**src/rtl/calc_pkg.sv**
```systemverilog
// Shared constants for the stream calculator front end: opcodes, error codes,
// ASCII characters recognised by the command parser, and the parser state type.
package calc_pkg;

   localparam logic [2:0] OP_ADD  = 3'd0;
   localparam logic [2:0] OP_SUB  = 3'd1;
   localparam logic [2:0] OP_MUL  = 3'd2;
   localparam logic [2:0] OP_DIV  = 3'd3;
   localparam logic [2:0] OP_FDIV = 3'd4;
   localparam logic [2:0] OP_PUSH = 3'd5;
   localparam logic [2:0] OP_POP  = 3'd6;
   localparam logic [2:0] OP_BAD  = 3'd7;

   localparam logic [1:0] ERR_OVF  = 2'd1;
   localparam logic [1:0] ERR_CHAR = 2'd2;

   localparam logic [7:0] CH_0     = 8'h30;
   localparam logic [7:0] CH_9     = 8'h39;
   localparam logic [7:0] CH_SPACE = 8'h20;
   localparam logic [7:0] CH_LF    = 8'h0A;
   localparam logic [7:0] CH_CR    = 8'h0D;
   localparam logic [7:0] CH_PLUS  = 8'h2B;
   localparam logic [7:0] CH_MINUS = 8'h2D;
   localparam logic [7:0] CH_STAR  = 8'h2A;
   localparam logic [7:0] CH_SLASH = 8'h2F;
   localparam logic [7:0] CH_COLON = 8'h3A;
   localparam logic [7:0] CH_P     = 8'h70;

   typedef enum logic [1:0] {
      ST_IDLE   = 2'd0,
      ST_NUM    = 2'd1,
      ST_OPPEND = 2'd2
   } state_e;

endpackage

```
**src/rtl/calc_char_class.sv**
```systemverilog
// Combinational ASCII classifier: splits a character into digit / separator /
// operator / illegal, with the digit value and calculator opcode decoded.
module calc_char_class
   import calc_pkg::*;
(
   input  logic [7:0] ch,
   output logic       is_digit,
   output logic [3:0] digit,
   output logic       is_sep,
   output logic       is_op,
   output logic [2:0] opcode,
   output logic       is_bad
);

   always_comb begin
      is_digit = (ch >= CH_0) && (ch <= CH_9);
      // ASCII '0'..'9' are 0x30..0x39, so the low nibble is the digit value
      digit    = is_digit ? ch[3:0] : 4'd0;
      is_sep   = (ch == CH_SPACE) || (ch == CH_LF) || (ch == CH_CR);

      is_op  = 1'b1;
      opcode = OP_BAD;
      case (ch)
         CH_PLUS:  opcode = OP_ADD;
         CH_MINUS: opcode = OP_SUB;
         CH_STAR:  opcode = OP_MUL;
         CH_SLASH: opcode = OP_DIV;
         CH_COLON: opcode = OP_FDIV;
         CH_P:     opcode = OP_POP;
         default:  is_op  = 1'b0;
      endcase

      is_bad = ~(is_digit | is_sep | is_op);
   end

endmodule

```
**src/rtl/calc_cmd_parser.sv**
```systemverilog
// ASCII command parser for the stream calculator: accumulates decimal literals
// into pushes, maps operator characters to opcodes, and flags malformed input.
module calc_cmd_parser
   import calc_pkg::*;
#(
   parameter int DATA_W = 8,
   parameter int OP_W   = 3
) (
   input  logic              clk,
   input  logic              rst,
   input  logic              ch_valid,
   input  logic [7:0]        ch,
   output logic              ch_ready,
   output logic              apply,
   output logic [DATA_W-1:0] val,
   output logic [OP_W-1:0]   op,
   output logic              err,
   output logic [1:0]        err_code
);

   state_e              state_q, state_d;
   logic [DATA_W-1:0]   acc_q, acc_d;
   logic                ovf_q, ovf_d;
   logic [2:0]          pend_op_q, pend_op_d;

   logic                apply_q, apply_d;
   logic [DATA_W-1:0]   val_q, val_d;
   logic [OP_W-1:0]     op_q, op_d;
   logic                err_q, err_d;
   logic [1:0]          err_code_q, err_code_d;

   logic                is_digit, is_sep, is_op, is_bad;
   logic [3:0]          digit;
   logic [2:0]          opcode;
   logic                accept;
   logic                in_num;
   logic [DATA_W+3:0]   acc_mul;
   logic                acc_ovf;

   calc_char_class u_class (
      .ch       (ch),
      .is_digit (is_digit),
      .digit    (digit),
      .is_sep   (is_sep),
      .is_op    (is_op),
      .opcode   (opcode),
      .is_bad   (is_bad)
   );

   assign ch_ready = (state_q != ST_OPPEND);
   assign accept   = ch_valid & ch_ready;
   assign in_num   = (state_q == ST_NUM);

   // acc*10 + d with four guard bits; anything above the top DATA_W bits is overflow
   assign acc_mul = ({4'd0, acc_q} << 3) + ({4'd0, acc_q} << 1)
                  + {{DATA_W{1'b0}}, digit};
   assign acc_ovf = |acc_mul[DATA_W+3:DATA_W];

   always_ff @(posedge clk or negedge rst) begin
      if (!rst) begin
         state_q    <= ST_IDLE;
         acc_q      <= '0;
         ovf_q      <= 1'b0;
         pend_op_q  <= OP_ADD;
         apply_q    <= 1'b0;
         val_q      <= '0;
         op_q       <= '0;
         err_q      <= 1'b0;
         err_code_q <= '0;
      end else begin
         state_q    <= state_d;
         acc_q      <= acc_d;
         ovf_q      <= ovf_d;
         pend_op_q  <= pend_op_d;
         apply_q    <= apply_d;
         val_q      <= val_d;
         op_q       <= op_d;
         err_q      <= err_d;
         err_code_q <= err_code_d;
      end
   end

   always_comb begin
      state_d   = state_q;
      acc_d     = acc_q;
      ovf_d     = ovf_q;
      pend_op_d = pend_op_q;
      case (state_q)
         ST_OPPEND: state_d = ST_IDLE;
         default: begin
            if (accept) begin
               if (is_digit) begin
                  acc_d   = acc_mul[DATA_W-1:0];
                  ovf_d   = ovf_q | acc_ovf;
                  state_d = ST_NUM;
               end else begin
                  // separators, operators and illegal characters all end a literal
                  acc_d   = '0;
                  ovf_d   = 1'b0;
                  state_d = ST_IDLE;
                  if (is_op && in_num && !ovf_q) begin
                     state_d   = ST_OPPEND;
                     pend_op_d = opcode;
                  end
               end
            end
         end
      endcase
   end

   always_comb begin
      apply_d    = 1'b0;
      err_d      = 1'b0;
      val_d      = val_q;
      op_d       = op_q;
      err_code_d = err_code_q;
      if (state_q == ST_OPPEND) begin
         apply_d = 1'b1;
         op_d    = OP_W'(pend_op_q);
         val_d   = '0;
      end else if (accept) begin
         if (is_bad) begin
            err_d      = 1'b1;
            err_code_d = ERR_CHAR;
         end else if ((is_sep || is_op) && in_num) begin
            if (ovf_q) begin
               err_d      = 1'b1;
               err_code_d = ERR_OVF;
            end else begin
               apply_d = 1'b1;
               op_d    = OP_W'(OP_PUSH);
               val_d   = acc_q;
            end
         end else if (is_op) begin
            apply_d = 1'b1;
            op_d    = OP_W'(opcode);
            val_d   = '0;
         end
      end
   end

   assign apply    = apply_q;
   assign val      = val_q;
   assign op       = op_q;
   assign err      = err_q;
   assign err_code = err_code_q;

endmodule
```
**config.mk**
```make
export PLATFORM = sky130hd
export DESIGN_NAME = calc_cmd_parser
export DESIGN_NICKNAME = d
export VERILOG_FILES = /design/src/rtl/calc_pkg.sv /design/src/rtl/calc_char_class.sv /design/src/rtl/calc_cmd_parser.sv
export SDC_FILE = /design/constraint.sdc
export NUM_CORES = 1
export LEC_CHECK = 0
export ABC_AREA = 1
export BUFFER_PORTS_ARGS = -buffer_cell sky130_fd_sc_hd__buf_2
export CAP_MARGIN = 20
export CORE_UTILIZATION = 54
export CTS_BUF_LIST = sky130_fd_sc_hd__clkbuf_8
export DETAILED_ROUTE_END_ITERATION = 6
export GPL_ROUTABILITY_DRIVEN = 0
export GPL_TIMING_DRIVEN = 0
export HOLD_SLACK_MARGIN = 0.08
export PLACE_DENSITY = 0.82
export SYNTH_ARGS = -nofsm -noshare
export SYNTH_HDL_FRONTEND = slang
export SYNTH_SLANG_ARGS = --single-unit
```
**constraint.sdc**
```tcl
create_clock -name clk -period 2.2 [get_ports clk]
set_clock_uncertainty 0.2 [all_clocks]
set_input_delay 0.11 -clock clk [delete_from_list [all_inputs] [get_ports clk]]
set_output_delay 0.11 -clock clk [all_outputs]
set_load 0.01 [all_outputs]
```
Word level (Yosys, flattened, before mapping)
Index checks and enable logic that the tools add are counted.
W data, S select, Z words.
{"block": "classes", "n_addsub": 2, "n_lt_le_gt_ge": 2, "eq_ne": 15, "n_mux": 35, "bitwise_logic": 6, "n_reduce_logical": 17}
{"cell": "$mux W8", "n": 7}
{"cell": "$eq A8 B6 Y1 const B", "n": 6}
{"cell": "$mux W3", "n": 6}
{"cell": "$pmux W3 S6", "n": 1}
{"cell": "$eq A8 B4 Y1 const B", "n": 2}
{"cell": "$mux W2", "n": 7}
{"cell": "$mux W1", "n": 13}
{"cell": "$add A11 B9 Y12", "n": 1}
{"cell": "$add A12 B4 Y12", "n": 1}
{"cell": "$reduce_and A4 Y1", "n": 3}
{"cell": "$eq A8 B7 Y1 const B", "n": 1}
{"cell": "$ge A8 B6 Y1 const B", "n": 1}
{"cell": "$le A8 B6 Y1 const B", "n": 1}
{"cell": "$ne A2 B2 Y1 const B", "n": 3}
{"cell": "$reduce_or A6 Y1", "n": 1}
{"cell": "$logic_and A1 B1 Y1", "n": 4}
{"cell": "$mux W4", "n": 1}
{"cell": "$reduce_bool A2 Y1", "n": 2}
{"cell": "$reduce_or A4 Y1", "n": 1}
{"cell": "$logic_or A1 B1 Y1", "n": 3}
{"cell": "$ne A3 B3 Y1 const B", "n": 1}
{"cell": "$or A1 B1 Y1", "n": 3}
{"cell": "$reduce_bool A3 Y1", "n": 1}
{"cell": "$eq A2 B1 Y1 const B", "n": 1}
{"cell": "5 further kinds", "n": 6}
{"block": "word_totals", "reg_bits": 29, "in_bits": 11, "out_inout_bits": 16, "word_cells": 86}

Longest topological paths before layout
Gate-level depths: netlist (run 1).
{"block": "logic_depth", "ltp_word": 9, "mapped_depth": 20, "depth_no_buf": 20}

Cells and area by module
Synthesis (run 1) repeated with hierarchy kept, for this count alone.
{"block": "unflattened", "hier_cells": 277, "hier_area_um2": 2053.2}
{"mod": "calc_cmd_parser", "n_inst": 1, "cells_per_inst": 221, "area_per_inst_um2": 1778.0, "seq_area_each_um2": 725.7}
{"mod": "calc_char_class", "n_inst": 1, "cells_per_inst": 56, "area_per_inst_um2": 275.3, "seq_area_each_um2": 0.0}

Worst setup path after synthesis (run 1)
No wires, ideal clock.
{"block": "synth_timing", "kind": "input -> register", "start": "input port ch[7]", "end": "register ovf_q", "setup_time_ps": 84, "t_arrival_ps": 2087, "required_time_ps": 1916, "path_slack_ps": -171, "path_stages": 17, "path_buffers": 0, "path_cell_list": "nor2_1 > nand3_1 > inv_1 > nand4_1 > fa_1 > fa_1 > inv_1 > nand3_1 > nand2_1 > nand2_1 > nand2_1 > nand2_1 > nand2_1 > nor2_1 > nand2_1 > nand2_1 > a21boi_0"}
{"block": "synth_between", "elab_chain_len": 7, "word_cells_on_any_way": 8, "cone_classes": "1 x add/sub; 2 x order compare; 2 x mux; 1 x bitwise; 2 x reduce/logical"}
{"element": "from (decl)", "line": "calc_cmd_parser.sv:12", "rtl": "input logic [7:0] ch,"}
{"element": "$ge A8 B6 Y1 / $le A8 B6 Y1 (equally long branches)", "line": "calc_char_class.sv:16", "rtl": "is_digit = (ch >= CH_0) && (ch <= CH_9);"}
{"element": "$logic_and A1 B1 Y1 (*)", "line": "calc_char_class.sv:16"}
{"element": "$mux W4", "line": "calc_char_class.sv:18", "rtl": "digit = is_digit ? ch[3:0] : 4'd0;"}
{"element": "$add A12 B4 Y12", "line": "calc_cmd_parser.sv:56", "rtl": "+ {{DATA_W{1'b0}}, digit};"}
{"element": "$reduce_or A4 Y1", "line": "calc_cmd_parser.sv:57", "rtl": "assign acc_ovf = |acc_mul[DATA_W+3:DATA_W];"}
{"element": "$or A1 B1 Y1", "line": "calc_cmd_parser.sv:94", "rtl": "ovf_d = ovf_q | acc_ovf;"}
{"element": "$mux W1 (*)", "line": "calc_cmd_parser.sv:92", "rtl": "if (is_digit) begin"}
{"element": "to (signal assigned)", "line": "calc_cmd_parser.sv:73", "rtl": "ovf_q <= ovf_d;"}
{"element": "to (decl)", "line": "calc_cmd_parser.sv:23", "rtl": "logic ovf_q, ovf_d;"}
Every way passes the cells marked *; elsewhere a longest branch is shown, timed or not.
A chain may end at the register's enable or synchronous reset.

Worst setup path after layout (run 1)
{"block": "layout_timing", "start": "register acc_q[0]", "end": "register ovf_q"}
{"block": "layout_between", "elab_chain_len": 5}
{"element": "from (decl)", "line": "calc_cmd_parser.sv:22", "rtl": "logic [DATA_W-1:0] acc_q, acc_d;"}
{"element": "from (signal assigned)", "line": "calc_cmd_parser.sv:62", "rtl": "acc_q <= '0;"}
{"element": "from (signal assigned)", "line": "calc_cmd_parser.sv:72", "rtl": "acc_q <= acc_d;"}
{"element": "$add A11 B9 Y12", "line": "calc_cmd_parser.sv:55", "rtl": "assign acc_mul = ({4'd0, acc_q} << 3) + ({4'd0, acc_q} << 1)"}
{"element": "$add A12 B4 Y12", "line": "calc_cmd_parser.sv:56"}
{"element": "$reduce_or A4 Y1", "line": "calc_cmd_parser.sv:57"}
{"element": "$or A1 B1 Y1", "line": "calc_cmd_parser.sv:94"}
{"element": "$mux W1", "line": "calc_cmd_parser.sv:92"}
Every way passes these cells.

==> impl_metrics.json, run 1 <==
{
  "status": "complete, but fails checks",
  "failed_checks": "negative setup slack",
  "cts_max_level": 2,
  "hold_viol": 0,
  "area_growth_pct": 22.03,
  "rsz0062_at_grt": "true",
  "path_delay_family": "adder cells",
  "hold_class": "primary input to async pin",
  "startpoint_type": "flop",
  "grt_pass1_wl_um": 7900,
  "path_class": "flop to flop",
  "final.setup.worst_slack_ns": -0.1843,
  "cts.path.max_buffers": 2,
  "synth-seq-area-share_pct": 36.62,
  "cp_slowest_cell": "fa_1",
  "netlist_area_mm2": 0.001982,
  "die_x_um": 62.58,
  "antenna_cells": 0,
  "boundaryPins": 27,
  "die_area_mm2": 0.003916,
  "first_global_vias": 1886,
  "drtIter0Drc": 65,
  "crit_path_frequent_cell": "nand2_1",
  "maxCapViolations": 0,
  "cts_tree": "built",
  "synthesis.nets": 306,
  "firstDrtPassIters": 4,
  "drt_wl_total_um": 4445,
  "drc_errors": 0,
  "grtUsageTotal_pct": 25.54,
  "core-area_mm2": 0.003416,
  "fp-row-count": 21,
  "initial_core_util_pct": 58.02,
  "final_nets": 347,
  "syn_area_per_cell_um2": 7.129,
  "syn_inst": 278,
  "power_w": 0.001136,
  "routed_via_density": 5.115,
  "arrival_ns": 2.40,
  "post-place-ws_ns": -0.4444,
  "drv_slew": 0,
  "setup_violations": 3,
  "leakage_nw": 1.333,
  "clk_pin_slew_ns": 0.07,
  "num_vias": 1872,
  "final_cell_mix": "nand2_1, inv_1, nor2_1",
  "cts_buffers": 5,
  "dp_hpwl_um": 3335,
  "tns_ns": -0.1994,
  "cts_root_buffer": "clkbuf_8",
  "period_minus_slack_ns": 2.384,
  "rrSetupSlack_ns": -0.18,
  "chipHeight_um": 62.58,
  "ant_nets": 0,
  "utilization_pct": 70.81,
  "holdWs_ns": 0.1724,
  "crit_buf_inv": 2,
  "layout_commonest_cell": "nand2_1",
  "critPathRequiredTime_ns": 2.22,
  "drive_gt1_share_pct": 23.75,
  "io_buffers": 26,
  "yosys_warnings": 0,
  "ys_ff_latch": 29,
  "synth_cell_types": 27,
  "relSlewSlack_pct": 58.11,
  "peakVddDrop_uv": 465.5,
  "tightest_slew_ns": 0.6284,
  "antenna_found_initial": 0,
  "wl_per_cell_um": 12.14,
  "power_density_mw_per_mm2": 469.6,
  "grt_max_degree": 30,
  "end_kind": "flop",
  "cts_sinks": 29,
  "min_period_over_period_pct": 108.4,
  "overflow": 0,
  "timing.fmax_mhz": 419.4,
  "clkLatencyLatePin_ns": 0.29,
  "worstPathCellList": "inv_2 > fa_1 > fa_2 > inv_2 > nand3_1 > nand2_2 > nand2_2 > nand2_1 > nand2_1 > nand2_1 > nor2_1 > nand2_1 > nand2_1 > a21boi_1",
  "crit_path_max_incr_delay_ns": 0.53,
  "cp_max_fo": 3
}
-- through the flow --
step | cell area, um^2 | cells
final | 2419 | 366
after global routing | 2419 | 366
after CTS | 2333 | 362
after detailed placement | 2207 | 350
after global placement | 2207 | 350
after floorplan | 2019 | 278
-- cells in the mapped netlist, drive strengths merged --
library cell / n / area [um^2]
nand2: 90 / 352.8
o21ai: 11 / 58.81
or2: 1 / 6.260
ha: 15 / 187.7
xnor2: 1 / 8.760
o21bai: 2 / 15.01
o21a: 1 / 7.510
clkbuf: 1 / 3.750
xor2: 2 / 17.52
nand4: 4 / 25.02
nor3: 1 / 5.000
a31oi: 3 / 18.77
a21oi: 9 / 45.04
inv: 42 / 157.7
dfrtp: 29 / 725.7
fa: 2 / 40.04
nor2: 41 / 163.9
a21boi: 1 / 7.510
nand3: 15 / 85.08
buf: 2 / 18.77
o22ai: 5 / 31.28
-- power breakdown --
| part | switching, W | internal, W | total, W |
|---|---|---|---|
| sequential | 0.0000112 | 0.000557 | 0.000568 |
| combinational | 0.0000804 | 0.0000493 | 0.000130 |
| clock | 0.000220 | 0.000218 | 0.000438 |
| total | 0.000312 | 0.000824 | 0.00114 |
-- final timing paths --
| check | to | start | cells after the start |
|---|---|---|---|
| setup / recovery | ovf_q | acc_q[0] | 14 |
| hold / removal | apply | rst | 2 |
| setup reg to reg | ovf_q | acc_q[0] | 14 |
| hold reg to reg | err_code[1] | err_code[1] | 2 |
| max in group asynchronous | pend_op_q[2] | rst | 2 |
| min in group clk | pend_op_q[0] | ch[5] | 5 |
-- worst register-to-register path: stages (launching register included) --
cell and delay (ns):
dfrtp_1 0.37, inv_2 0.06, fa_1 0.53, fa_2 0.39
inv_2 0.06, nand3_1 0.07, nand2_2 0.10, nand2_2 0.07
nand2_1 0.07, nand2_1 0.05, nand2_1 0.07, nor2_1 0.04
nand2_1 0.08, nand2_1 0.06, a21boi_1 0.13
-- registers in the layout, indices dropped and copies added (netlist names), 2 cells and up --
register / cells
val: 8
acc_q: 8
op: 3
state_q: 2
pend_op_q: 3
err_code: 2
-- routing by layer --
metal	wire length, um	global-route usage, %
met1	1948	30.95
met2	2335	45.65
met3	120	4.927
met4	40	7.267
met5	0	0
-- final cells by class --
type	count	area [um^2]
plain buffers	3	22.52
clock buffers	5	68.82
clock inverters	3	17.52
fillers	307	997.2
inverters	42	157.7
multi-input cells	204	1171
flip-flops and latches	29	725.7
well taps	46	57.56
repair buffers	34	197.7
-- kinds of logic after synthesis --
group / synth area share (%)
xor+xnor: 1.326
compound gates: 9.280
simple gates: 32.20
buf+inv: 9.091
flops: 36.62
fa+ha+maj: 11.49
-- timing repair --
item                                    in CTS  in global routing
hold buffers                                 3                  0
resized for setup                            3                 14
pin swaps                                    4                  6
buffers inserted                             1                  4
endpoints found under the setup margin       2                 14
hold endpoints to repair                    33                  0
No activity file was read; power rests on OpenSTA's default activity.
==> run 2: changes to the inputs <==
--- a/config.mk
+++ b/config.mk
@@ -6,7 +6,7 @@
 export NUM_CORES = 1
 export LEC_CHECK = 0
 export ABC_AREA = 1
-export BUFFER_PORTS_ARGS = -buffer_cell sky130_fd_sc_hd__buf_2
+export BUFFER_PORTS_ARGS = -buffer_cell sky130_fd_sc_hd__buf_4
 export CAP_MARGIN = 20
 export CORE_UTILIZATION = 54
 export CTS_BUF_LIST = sky130_fd_sc_hd__clkbuf_8
==> run 2 against run 1 <==
  * The run still ends with negative setup slack left
  * Register-to-register slack barely moved
  * First-iteration DRC count fell by 7.7%
  * Critical path depth fell by 1
  * Count of clock-buffer cells in the layout did not move
  * Clock power fell by 0.9%
  * Critical path type unchanged
  * Critical endpoint unchanged
  * Highest routed layer unchanged
==> impl_metrics.json, run 2 (same netlist as run 1, synthesis figures left out) <==
{
  "status": "complete, but fails checks",
  "failed_checks": "negative setup slack",
  "fp-row-count": 21,
  "critPathRequiredTime_ns": 2.18,
  "relSlewSlack_pct": 66.38,
  "io_buffers": 26,
  "arrival_ns": 2.36,
  "grtUsageTotal_pct": 25.78,
  "area_growth_pct": 31.38,
  "p_comb_share_pct": 13.0,
  "die_x_um": 62.58,
  "final_nets": 352,
  "num_vias": 1878,
  "path_delay_family": "adder cells",
  "rsz0062_at_grt": "true",
  "drv_slew": 0,
  "post-place-ws_ns": -0.4286,
  "drtIter0Drc": 60,
  "drt_wl_total_um": 4657,
  "firstDrtPassIters": 4,
  "swShare_pct": 26.90,
  "wl_per_cell_um": 12.55,
  "hold_class": "primary input to flop",
  "dp_hpwl_um": 3285,
  "first_global_vias": 1842,
  "reg2reg_depth": 13,
  "crit_path_max_incr_delay_ns": 0.45,
  "antenna_found_initial": 0,
  "grt_pass1_wl_um": 7948,
  "seqPwrFrac_pct": 49.4,
  "cp_max_fo": 3,
  "cts_buffers": 5,
  "hold_viol": 0,
  "overflow": 0,
  "cp-startpoint": "acc_q[0]",
  "final.fill_count": 264,
  "peakVddDrop_uv": 455.8,
  "cts_tree": "built",
  "cts.path.max_buffers": 2,
  "holdPathStages": 5,
  "crit_path_end": "ovf_q",
  "antenna_cells": 0,
  "switchingPower_w": 0.0003103,
  "final_cell_mix": "nand2_1, inv_1, buf_4",
  "tightest_slew_ns": 0.5024,
  "chipHeight_um": 62.58,
  "cp_slowest_cell": "fa_2",
  "drc_errors": 0,
  "ff_latch_area_um2": 725.7,
  "dpl-instance-area_mm2": 0.002272,
  "boundaryPins": 27,
  "grt_max_degree": 21,
  "crit_path_frequent_cell": "nand2_1",
  "final.setup.worst_slack_ns": -0.1800,
  "r2r-start": "acc_q[0]",
  "rrSetupSlack_ns": -0.18,
  "initial_core_util_pct": 58.02,
  "maxCapViolations": 0,
  "clockPowerShare_pct": 37.6,
  "holdWs_ns": 0.1574,
  "clkLatencyLatePin_ns": 0.29,
  "power_w": 0.001154,
  "timing.fmax_mhz": 420.2,
  "ant_nets": 0,
  "final_area_mm2": 0.002604,
  "worstPathCellList": "inv_2 > fa_2 > fa_2 > inv_2 > nand3_2 > nand2_4 > nand2_2 > nand3_1 > nand2_1 > nor2_1 > nand2_1 > nand2_1 > a21boi_1",
  "crit_buf_inv": 2,
  "core-area_mm2": 0.003416,
  "path_depth": 13,
  "cts_max_level": 2,
  "cts_root_buffer": "clkbuf_8",
  "clk_pin_slew_ns": 0.06,
  "path_class": "flop to flop",
  "leakage_nw": 1.381,
  "p_int_w": 0.0008434,
  "setup_violations": 2,
  "cts_sinks": 29,
  "routed_via_density": 5.062,
  "tns_ns": -0.1842,
  "end_kind": "flop",
  "layout_commonest_cell": "nand2_1",
  "period_minus_slack_ns": 2.380,
  "rr_endpoint": "ovf_q",
  "startpoint_type": "flop",
  "min_period_over_period_pct": 108.2,
  "multi_input_area_mm2": 0.001246,
  "drive_gt1_share_pct": 27.38,
  "power_density_mw_per_mm2": 443.1,
  "die_area_mm2": 0.003916
}
run 2: cell count changes in the layout (fill, tap and decap cells not counted), sizes merged:
cell and change:
buf +3, dlygate4sd3 +1, dlymetal6s4s +1
run 2: power by group through the flow:
stage / Sequential, W / Clock [W] / Combinational (W)
after global routing: 0.000571 / 0.000467 / 0.000168
after global placement: 0.000578 / 0 / 0.000137
after floorplan: 0.000589 / 0 / 0.0000542
final: 0.000569 / 0.000434 / 0.000150
after CTS: 0.000569 / 0.000440 / 0.000148
after detailed placement: 0.000578 / 0 / 0.000140
run 2: worst min path at each step:
stage               start  slack, ns      endpoint
floorplan             rst      -0.39      acc_q[0]
global placement      rst      -0.16        val[5]
detailed placement    rst      -0.15        val[7]
CTS                 ch[5]       0.15  pend_op_q[0]
global route        ch[5]       0.17  pend_op_q[0]
finish              ch[5]       0.16  pend_op_q[0]
run 2: per-stage QoR:
step,instances,util (%)
floorplan,278,-
global placement,350,66.52
detailed placement,350,66.52
CTS,367,72.34
global route,371,76.23
finish,371,76.23
run 2: final cells by class:
class / count / share of cell area (%)
clock inverter: 3 / 0.6728
buffer: 3 / 0.8650
inverter: 42 / 6.055
tap: 46 / 2.210
sequential: 29 / 27.87
multi-input combinational: 204 / 47.86
clock buffer: 5 / 2.643
timing repair buffer: 39 / 11.82
run 2: timing repair:
| action | 4_1_cts | 5_1_grt |
|---|---|---|
| hold endpoints to repair | 33 | 0 |
| pin swaps | 11 | 6 |
| setup buffers | 4 | 4 |
| hold buffers | 5 | 0 |
| resized for setup | 13 | 17 |
| endpoints found under the setup margin | 3 | 24 |
run 2: worst reg2reg max path: stages, from the launching register on:
cell	delay [ns]
dfrtp_1	0.40
inv_2	0.09
fa_2	0.45
fa_2	0.38
inv_2	0.07
nand3_2	0.08
nand2_4	0.09
nand2_2	0.05
nand3_1	0.08
nand2_1	0.06
nor2_1	0.09
nand2_1	0.08
nand2_1	0.08
a21boi_1	0.06
run 2: per-layer routing:
layer / track usage, % / up-vias / share of wire, % / wire, um
li1: - / 963 / - / -
met1: 31.10 / 877 / 44 / 2048
met2: 46.20 / 32 / 52 / 2423
met3: 6.022 / 6 / 3.0 / 139
met4: 5.814 / 0 / 0.99 / 46
met5: 0 / - / 0 / 0
